File: src/rtl/sync_flag_filter_pkg.sv
// Shared constants for the flag glitch filter: FSM state encodings and the
// filter run-length counter width.
package sync_flag_filter_pkg;

  localparam int FILT_CNT_W = 8;

  typedef enum logic [1:0] {
    STABLE_LO = 2'b00,
    CHECK_HI  = 2'b01,
    STABLE_HI = 2'b10,
    CHECK_LO  = 2'b11
  } filt_state_e;

endpackage

File: src/rtl/sync_flag_filter_sat_event_counter.sv
// Saturating event counter with a sticky overflow flag and synchronous clear.
// Clear has priority over a coincident increment.
module sat_event_counter #(
  parameter int CNT_WIDTH = 16
) (
  input  logic                 clk,
  input  logic                 rst_n,
  input  logic                 clr,
  input  logic                 inc,
  output logic [CNT_WIDTH-1:0] cnt,
  output logic                 ovf
);

  function automatic logic [CNT_WIDTH-1:0] sat_inc(input logic [CNT_WIDTH-1:0] v);
    if (&v) begin
      return v;
    end
    return v + CNT_WIDTH'(1);
  endfunction

  always_ff @(posedge clk or negedge rst_n) begin
    if (!rst_n) begin
      cnt <= '0;
      ovf <= 1'b0;
    end else if (clr) begin
      cnt <= '0;
      ovf <= 1'b0;
    end else if (inc) begin
      cnt <= sat_inc(cnt);
      if (&cnt) begin
        ovf <= 1'b1;
      end
    end
  end

endmodule

File: src/rtl/sync_flag_filter.sv
// Glitch filter for an already-synchronized flag: a level change is accepted
// after FILTER_CYCLES consecutive equal samples; edges are counted saturating.
module sync_flag_filter
  import sync_flag_filter_pkg::*;
#(
  parameter int FILTER_CYCLES = 4,
  parameter int CNT_WIDTH     = 16
) (
  input  logic                 CLK,
  input  logic                 RESET_N,
  input  logic                 IN,
  input  logic                 CLR,
  output logic                 FILT_OUT,
  output logic                 RISE,
  output logic                 FALL,
  output logic [CNT_WIDTH-1:0] EVENT_CNT,
  output logic                 OVERFLOW
);

  localparam logic [FILT_CNT_W-1:0] FC    = FILT_CNT_W'(FILTER_CYCLES);
  localparam logic                  F_ONE = (FILTER_CYCLES == 1);

  logic                  in_q;
  filt_state_e           state;
  logic [FILT_CNT_W-1:0] filt_cnt;
  logic [FILT_CNT_W-1:0] filt_cnt_inc;

  assign filt_cnt_inc = filt_cnt + FILT_CNT_W'(1);

  // Stage 0: single input register, the only consumer of IN
  always_ff @(posedge CLK or negedge RESET_N) begin
    if (!RESET_N) begin
      in_q <= 1'b0;
    end else begin
      in_q <= IN;
    end
  end

  // Stage 1: run-length FSM with registered level and edge pulses
  always_ff @(posedge CLK or negedge RESET_N) begin
    if (!RESET_N) begin
      state    <= STABLE_LO;
      filt_cnt <= '0;
      FILT_OUT <= 1'b0;
      RISE     <= 1'b0;
      FALL     <= 1'b0;
    end else begin
      RISE <= 1'b0;
      FALL <= 1'b0;
      unique case (state)
        STABLE_LO: begin
          if (in_q) begin
            filt_cnt <= FILT_CNT_W'(1);
            if (F_ONE) begin
              state    <= STABLE_HI;
              FILT_OUT <= 1'b1;
              RISE     <= 1'b1;
            end else begin
              state <= CHECK_HI;
            end
          end
        end
        CHECK_HI: begin
          if (!in_q) begin
            state    <= STABLE_LO;
            filt_cnt <= '0;
          end else if (filt_cnt_inc == FC) begin
            state    <= STABLE_HI;
            filt_cnt <= '0;
            FILT_OUT <= 1'b1;
            RISE     <= 1'b1;
          end else begin
            filt_cnt <= filt_cnt_inc;
          end
        end
        STABLE_HI: begin
          if (!in_q) begin
            filt_cnt <= FILT_CNT_W'(1);
            if (F_ONE) begin
              state    <= STABLE_LO;
              FILT_OUT <= 1'b0;
              FALL     <= 1'b1;
            end else begin
              state <= CHECK_LO;
            end
          end
        end
        CHECK_LO: begin
          if (in_q) begin
            state    <= STABLE_HI;
            filt_cnt <= '0;
          end else if (filt_cnt_inc == FC) begin
            state    <= STABLE_LO;
            filt_cnt <= '0;
            FILT_OUT <= 1'b0;
            FALL     <= 1'b1;
          end else begin
            filt_cnt <= filt_cnt_inc;
          end
        end
        default: begin
          state    <= STABLE_LO;
          filt_cnt <= '0;
          FILT_OUT <= 1'b0;
        end
      endcase
    end
  end

  // Stage 2: event count follows the registered RISE pulse
  sat_event_counter #(
    .CNT_WIDTH(CNT_WIDTH)
  ) u_evt_cnt (
    .clk  (CLK),
    .rst_n(RESET_N),
    .clr  (CLR),
    .inc  (RISE),
    .cnt  (EVENT_CNT),
    .ovf  (OVERFLOW)
  );

endmodule

File: config.mk
export PLATFORM = sky130hd
export DESIGN_NAME = sync_flag_filter
export DESIGN_NICKNAME = d
export VERILOG_FILES = /design/src/rtl/sync_flag_filter_pkg.sv /design/src/rtl/sync_flag_filter_sat_event_counter.sv /design/src/rtl/sync_flag_filter.sv
export SDC_FILE = /design/constraint.sdc
export NUM_CORES = 1
export LEC_CHECK = 0
export ABC_AREA = 1
export BUFFER_PORTS_ARGS = -buffer_cell sky130_fd_sc_hd__buf_2
export CORE_ASPECT_RATIO = 0.75
export CORE_UTILIZATION = 30
export CTS_BUF_LIST = sky130_fd_sc_hd__clkbuf_8
export CTS_CLUSTER_SIZE = 24
export DETAILED_ROUTE_END_ITERATION = 10
export HOLD_SLACK_MARGIN = 0.06
export MAX_ROUTING_LAYER = met4
export SYNTH_ARGS = -nofsm -noshare
export SYNTH_HDL_FRONTEND = slang
export SYNTH_SLANG_ARGS = --single-unit
File: constraint.sdc
create_clock -name CLK -period 2.61 [get_ports CLK]
set_clock_uncertainty 0.15 [all_clocks]
set_input_delay 0.522 -clock CLK [delete_from_list [all_inputs] [get_ports CLK]]
set_output_delay 0.522 -clock CLK [all_outputs]
set_load 0.02 [all_outputs]
* After elaboration in Yosys (flattened, before gate mapping)
Index checks and enable logic that the tools add are counted.
** Storage, ports and cells
- Register bits after elaboration :: 31
- Input port bits :: 4
- Word-level logic and storage cells :: 65
** Cells by class
- $add $sub $neg :: 2
- Eq/ne operators :: 13
- Muxes and demuxes :: 32
- Reduce and logical (&&, ||, !) cells :: 10
** Operators by type and width (count)
- 16-bit 2-to-1 mux :: 3
- 8-bit 2-to-1 mux :: 5
- 8-bit one-hot mux with 4 select lines :: 1
- 16-bit by 1-bit adder with 16-bit output (second input constant) :: 1
- 16-bit AND reduction :: 1
- 1-bit 2-to-1 mux :: 15
- 2-bit 2-to-1 mux :: 6
- 2-bit != test (second input constant) :: 6
- 3-bit != test (second input constant) :: 3
- 8-bit by 1-bit adder with 8-bit output (second input constant) :: 1
- 8-bit by 3-bit equality test with 1-bit output (second input constant) :: 1
- 2-bit one-hot mux with 4 select lines :: 1
- 2-bit AND reduction :: 3
- 2-bit nonzero test :: 3
- 5-bit AND reduction :: 1
- 2-bit equality test (second input constant) :: 2
- 4-bit AND reduction :: 1
- 2-bit by 1-bit equality test with 1-bit output (second input constant) :: 1
- 2-bit logical NOT :: 1
- 1-bit one-hot mux with 2 select lines :: 1

* Depth between registers and ports, before layout
Gate-level depths: netlist of the first run.
- Depth in word-level cells :: 7
- Mapped depth :: 10

* Cells and area by module
From an unflattened synthesis of the first run, not the netlist that was laid out.
** Unflattened totals
- Cell total of the unflattened synthesis :: 270
- Area total of the unflattened synthesis :: 1925.6 µm²
** Modules (own cells, without submodules)
- sat_event_counter :: times used 1, cells each 154, area each 1071.0 µm², seq. area each 425.4 µm²
- sync_flag_filter :: times used 1, cells each 116, area each 854.6 µm², seq. area each 350.3 µm²

* Worst setup path after synthesis of the first run
No wires, ideal clock.
- Path kind :: reg-to-reg
- Start point :: register u_evt_cnt.cnt[0]
- End point :: register u_evt_cnt.cnt[10]
- Arrival :: 1.695 ns
- Path slack :: 0.639 ns
- Cell stages (with the launch flop) :: 8
- Period minus slack after synthesis :: 1.971 ns
- Cells stage by stage :: dfrtp_1 > ha_1 > nand2_2 > nor3_4 > nand4_4 > a21oi_4 > buf_6 > o21ai_0
** On the way
- Longest elaborated chain between the ends :: 6
- Elaborated cells between the ends (all ways) :: 10
** Ends and longest elaborated chain
- from (decl) :: line sync_flag_filter_sat_event_counter.sv:10 : output logic [CNT_WIDTH-1:0] cnt,
- from (signal assigned) :: line sync_flag_filter_sat_event_counter.sv:29 : cnt <= sat_inc(cnt);
- branches (longest 6 deep; another with 16-bit by 1-bit adder with 16-bit output)
Several ways; the timed one is not identified. The select of a mux whose other input is x is not followed.
A chain may end at the register's enable or synchronous reset.

* Worst setup path after layout of the first run
Ends and elaborated chain as after synthesis.

==> run_results.csv, run 1 <==
group,metric,value,unit
synthesis,synth_top_area_cell,"dfrtp_1",
critical_path,crit_path_start_kind,"flop",
routing,via_count,1704,
flow_run,cap_violations,0,
place,io_buffers,23,
hold_path,hp-class,"in2async",
synthesis,syn_inst,257,
critical_path,criticalPathCategory,"reg2reg",
place,post-place-ws,0.530,ns
pwr,peakVddDrop,321,uV
clocking,post_cts_buffers,0,
sta,finalHoldViolCount,0,
clocking,clock-sinks,31,
place,place_hpwl,3320,um
clocking,clock_path_buffers,2,
layout,final-instance-count-excl-fill,363,
clocking,cts_repair_resize_count,0,
layout,multi_input_area,938,um^2
global_routing,antenna_found_initial,0,
critical_path,crit_fanout,19,
global_routing,grt_most_used_layer,"met1",
global_routing,use_met1,0.230,
synthesis,yosysMostFrequentCell,"nand2_1",
synthesis,ys_types,24,
sta,period_needed,2.08,ns
routing,routed_wl,4360,um
clocking,cts-htree-levels,2,
global_routing,grt_pass1_wl,7640,um
synthesis,seq_area_frac_synth,0.417,
routing,wl_per_cell,12.0,um
critical_path,required,2.60,ns
sta,tightest_slew,0.698,ns
synthesis,ys_top_cells_by_count,"78 x nand2_1, 34 x inv_1, 31 x dfrtp_1",
sta,timing.fmax,482,MHz
clocking,cts-root-buf,"clkbuf_8",
sta,finalWorstSetupSlack,0.535,ns
global_routing,overflow,0,
place,gp_congestion,0.859,
clocking,cts_tree,"done",
routing,drc,0,
synthesis,ys_ff_latch,31,
floorplan,fp.dieArea,6530,um^2
pwr,leakage,1.05,nW
layout,final_nets,291,
floorplan,core_area,5890,um^2
synthesis,syn_area,1860,um^2
synthesis,netlist.area_leader.share,0.417,
global_routing,gr-usage-all-layers,0.153,
critical_path,arrival,2.07,ns
layout,layout-drive-gt1-share,0.137,
layout,fill_cells,658,
clocking,postCtsHoldBufs,0,
global_routing,grt_pass1_vias,1602,
sta,slew_viol_final,0,
synthesis,synth.area.top_cells,"dfrtp_1 42%, nand2_1 16%, inv_1 6.9%",
routing,routed_via_density,4.69,
synthesis,synth_warnings,0,
synthesis,synth_ff_type,"dfrtp_1",
synthesis,syn-mean-instance-area,7.24,um^2
global_routing,grt.met3_usage,0.0359,
routing,dr.pass1.iters,4,
layout,syn_to_final_growth,16.7,%
floorplan,die_w,93.0,um
sta,setup_violations,0,
pwr,p_per_area,578,nW/um^2
synthesis,syn_nets,264,
floorplan,start_util,0.316,
sta,finalSetupTns,0,ns
layout,diodes,0,
routing,ant_nets,0,
global_routing,gr-usage-met2,0.202,
floorplan,die_y,70.2,um
sta,relSlewSlack,0.535,
routing,initialDrtViolationCount,198,
synthesis,synth_edf_count,0,
global_routing,grt_max_degree,32,
clocking,clk_pin_slew,0.07,ns
clocking,clk_latency,0.28,ns
synthesis,synthArstFlopShare,1.00,
floorplan,num_io_pins,24,
place,dp_cells,355,
outcome,status,"finished clean",
floorplan,row_count,24,
critical_path,cp-end-kind,"flop",
clocking,numCtsBuffers,5,
sta,fin_crit_sh,0.795,
layout,seq_area,776,um^2
sta,rsz0062_at_grt,"no",
## state kept, by name, indices dropped and copies added, names as in the netlist, named ones only
name and cells:
FILT_OUT 1, FALL 1, in_q 1, u_evt_cnt.ovf 1
state 1, filt_cnt 8, u_evt_cnt.cnt 16, RISE 1
## worst max-delay path, cell delays in order, from the launching register on
cell and delay, ns:
dfrtp_1 0.43, ha_1 0.27, nand2_2 0.11, nor3_4 0.27, nand4_4 0.15, a21oi_4 0.42
o21ai_0 0.15
## layer usage
layer  share of wire  vias to the layer above
met5               0                        -
met2            0.39                       43
met4          0.0092                        0
met1            0.54                      772
met3           0.062                        4
li1                -                      885
## stage by stage
stage / power, mW / hold slack, ns / area, um^2 / util
global placement: 0.767 / 0.333 / 2050 / 0.349
finish: 1.25 / 0.128 / 2170 / 0.369
detailed placement: 0.769 / 0.342 / 2050 / 0.349
global route: 1.33 / 0.174 / 2170 / 0.369
CTS: 1.27 / 0.161 / 2170 / 0.369
floorplan: 0.706 / 0.0764 / 1860 / -
## cells by family after synthesis
logic type      count (synthesis)  synth area share
compound gates                 27            0.0867
simple gates                  153             0.369
xor+xnor                        6            0.0282
flops                          31             0.417
buf+inv                        37            0.0793
fa+ha+maj                       3            0.0202
## power by group
part | switching, mW | internal, mW | leakage (nW)
combinational | 0.129 | 0.0630 | 0.569
clock | 0.186 | 0.309 | 0.0612
sequential | 0.0505 | 0.518 | 0.424
## worst paths after layout
kind	start	to	slack, ns	cells after the start
min reg2reg	u_evt_cnt.ovf	u_evt_cnt.ovf	0.35	2
max	u_evt_cnt.cnt[0]	u_evt_cnt.cnt[10]	0.53	6
min in group CLK	IN	in_q	0.19	1
min	RESET_N	FILT_OUT	0.13	1
max in group asynchronous	RESET_N	filt_cnt[4]	1.72	1
max reg2reg	u_evt_cnt.cnt[0]	u_evt_cnt.cnt[10]	0.53	6
## layout by cell type (no fill, tap or decap)
master	synthesis	layout
xor2_1	5	5
dfrtp_1	31	31
bufinv_16	0	1
nand3_1	25	25
clkinv_2	0	1
nand4_1	9	9
inv_1	34	34
nor3_4	1	1
nand2_2	2	2
a22o_1	1	1
ha_1	3	3
o22ai_1	3	3
nand4_4	1	1
nor2_1	29	29
nand2_1	78	78
nor2_2	1	1
nor3_2	2	2
xnor2_1	1	1
buf_2	1	23
clkbuf_8	0	6
a21oi_4	1	1
nor3_1	4	4
nor3b_1	1	1
o21ai_0	19	19
o21bai_1	3	3
## final cells by class
class                           instances  area share
Clock buffer                            6      0.0380
Tap cell                               78      0.0449
Inverter                               34      0.0588
Multi-Input combinational cell        189       0.432
Sequential cell                        31       0.357
Clock inverter                          2      0.0161
Timing Repair Buffer                   23      0.0530
Note: power is estimated with default switching activity, not from simulation.
==> run 2, diff against run 1 <==
- clock period: 2.61 -> 1.91 ns (I/O delays scaled with it)
==> run_results.csv, run 2 (same netlist as run 1, synthesis figures left out) <==
group,metric,value,unit
floorplan,num_io_pins,24,
critical_path,crit_fanout,6,
layout,final-instance-count-excl-fill,374,
layout,final_util,0.390,
critical_path,required,1.95,ns
sta,setup_violations,0,
place,gp_congestion,0.858,
clocking,clock-sinks,31,
layout,top_register,"u_evt_cnt.cnt",
clocking,clock_path_buffers,2,
critical_path,crit_path_start_kind,"flop",
place,io_buffers,23,
floorplan,start_util,0.316,
critical_path,critPathTopFamily,"simple AND/OR/NAND/NOR gates",
clocking,clk_latency,0.30,ns
pwr,leakage,1.11,nW
sta,relSlewSlack,0.745,
routing,via_count,1722,
critical_path,cp-end-kind,"flop",
sta,finalSetupTns,0,ns
place,dp_cells,363,
floorplan,core_area,5890,um^2
critical_path,cp_num_buf_inv,1,
layout,largestRegisters,"u_evt_cnt.cnt: 16 flops, filt_cnt: 8 flops",
global_routing,grt_pass1_vias,1594,
critical_path,r2r_start,"filt_cnt[0]",
global_routing,overflow,0,
flow_run,cap_violations,0,
routing,routed_via_density,4.60,
pwr,power,1.78,mW
floorplan,row_count,24,
layout,final_common_cell,"nand2_1",
critical_path,cpMaxStageDelayCell,"dfrtp_2",
global_routing,gr-usage-all-layers,0.158,
place,place_area,2130,um^2
critical_path,r2r_cells,10,
clocking,cts-htree-levels,2,
outcome,status,"finished clean",
global_routing,antenna_found_initial,0,
clocking,clk_pin_slew,0.07,ns
floorplan,die_y,70.2,um
critical_path,cpPeakStageDelay,0.42,ns
layout,layout-drive-gt1-share,0.193,
routing,drc,0,
sta,slew_viol_final,0,
routing,routed_wl,4490,um
sta,timing.fmax,557,MHz
critical_path,path_depth,10,
hold_path,hp-class,"in2reg",
global_routing,grt_max_degree,20,
clocking,numCtsBuffers,5,
floorplan,fp.dieArea,6530,um^2
layout,diodes,0,
critical_path,arrival,1.84,ns
routing,initialDrtViolationCount,114,
floorplan,die_w,93.0,um
layout,final_cell_mix,"78 x nand2_1, 34 x inv_1, 27 x dfrtp_1",
critical_path,cp_cell_sequence,"ha_2, nand3_2, nor2_2, nand2_1, nand2_1, nand2_1, nor2_1, nand4_1, nand2_1, inv_1",
sta,tightest_slew,0.383,ns
global_routing,grt_pass1_wl,7770,um
pwr,p_per_area,774,nW/um^2
pwr,peakVddDrop,379,uV
routing,dr.pass1.iters,4,
clocking,cts_tree,"done",
routing,ant_nets,0,
sta,period_needed,1.80,ns
critical_path,crit_top_cell,"nand2_1",
sta,finalHoldViolCount,0,
layout,fin_area,2300,um^2
layout,final_nets,302,
sta,fin_crit_sh,0.940,
critical_path,reg2reg_slack,0.11,ns
layout,fill_cells,643,
place,place_hpwl,3350,um
routing,wl_per_cell,12.0,um
critical_path,timing.critical_path.from,"filt_cnt[0]",
layout,syn_to_final_growth,23.4,%
clocking,cts-root-buf,"clkbuf_8",
layout,largest_reg_flops,16,
critical_path,criticalPathCategory,"reg2reg",
## run 2: changes by cell type in the layout (fill, tap and decap cells not counted), sizes merged
| cell | change |
|---|---|
| dlygate4sd3 | +2 |
| buf | +9 |
## run 2: power by group
group	leakage (nW)	internal, mW	switching, mW
combinational	0.627	0.108	0.196
sequential	0.418	0.712	0.0675
clock	0.0612	0.422	0.272
## run 2: area by class of cell
| class | instances | area, um^2 | share of cell area |
|---|---|---|---|
| Sequential cell | 31 | 781 | 0.340 |
| Clock buffer | 6 | 82.6 | 0.0359 |
| Timing Repair Buffer | 34 | 215 | 0.0937 |
| Multi-Input combinational cell | 189 | 958 | 0.417 |
| Clock inverter | 2 | 35.0 | 0.0153 |
| Tap cell | 78 | 97.6 | 0.0425 |
| Inverter | 34 | 128 | 0.0556 |
## run 2: what timing repair did
| item | CTS | global route |
|---|---|---|
| hold buffers | 2 | 0 |
| setup endpoints to repair | 0 | 11 |
| endpoints found under the hold margin | 15 | 0 |
| gates resized for setup | 0 | 10 |
| setup buffers | 0 | 1 |
## run 2: worst min-delay path by stage
stage / start / endpoint / slack (ns) / depth (start not counted)
global route: CLR / u_evt_cnt.ovf / 0.28 / 2
CTS: CLR / u_evt_cnt.ovf / 0.24 / 2
finish: CLR / u_evt_cnt.ovf / 0.26 / 2
floorplan: RESET_N / FALL / -0.06 / 0
global placement: RESET_N / filt_cnt[7] / 0.17 / 1
detailed placement: RESET_N / filt_cnt[7] / 0.17 / 1
## run 2: routing by layer
metal  vias up  global-route usage  share of wire
met5         -                   -              0
met1       779               0.238           0.56
met3         4              0.0359          0.046
met4         0              0.0564         0.0056
met2        33               0.203           0.39
li1        906                   -              -
## run 2: through the flow
| step | hold WS [ns] | setup slack (ns) |
|---|---|---|
| after detailed placement | 0.165 | 0.0490 |
| after floorplan | -0.0636 | 0.00144 |
| final | 0.262 | 0.114 |
| after global routing | 0.282 | -0.0146 |
| after global placement | 0.169 | 0.113 |
| after CTS | 0.245 | 0.0355 |
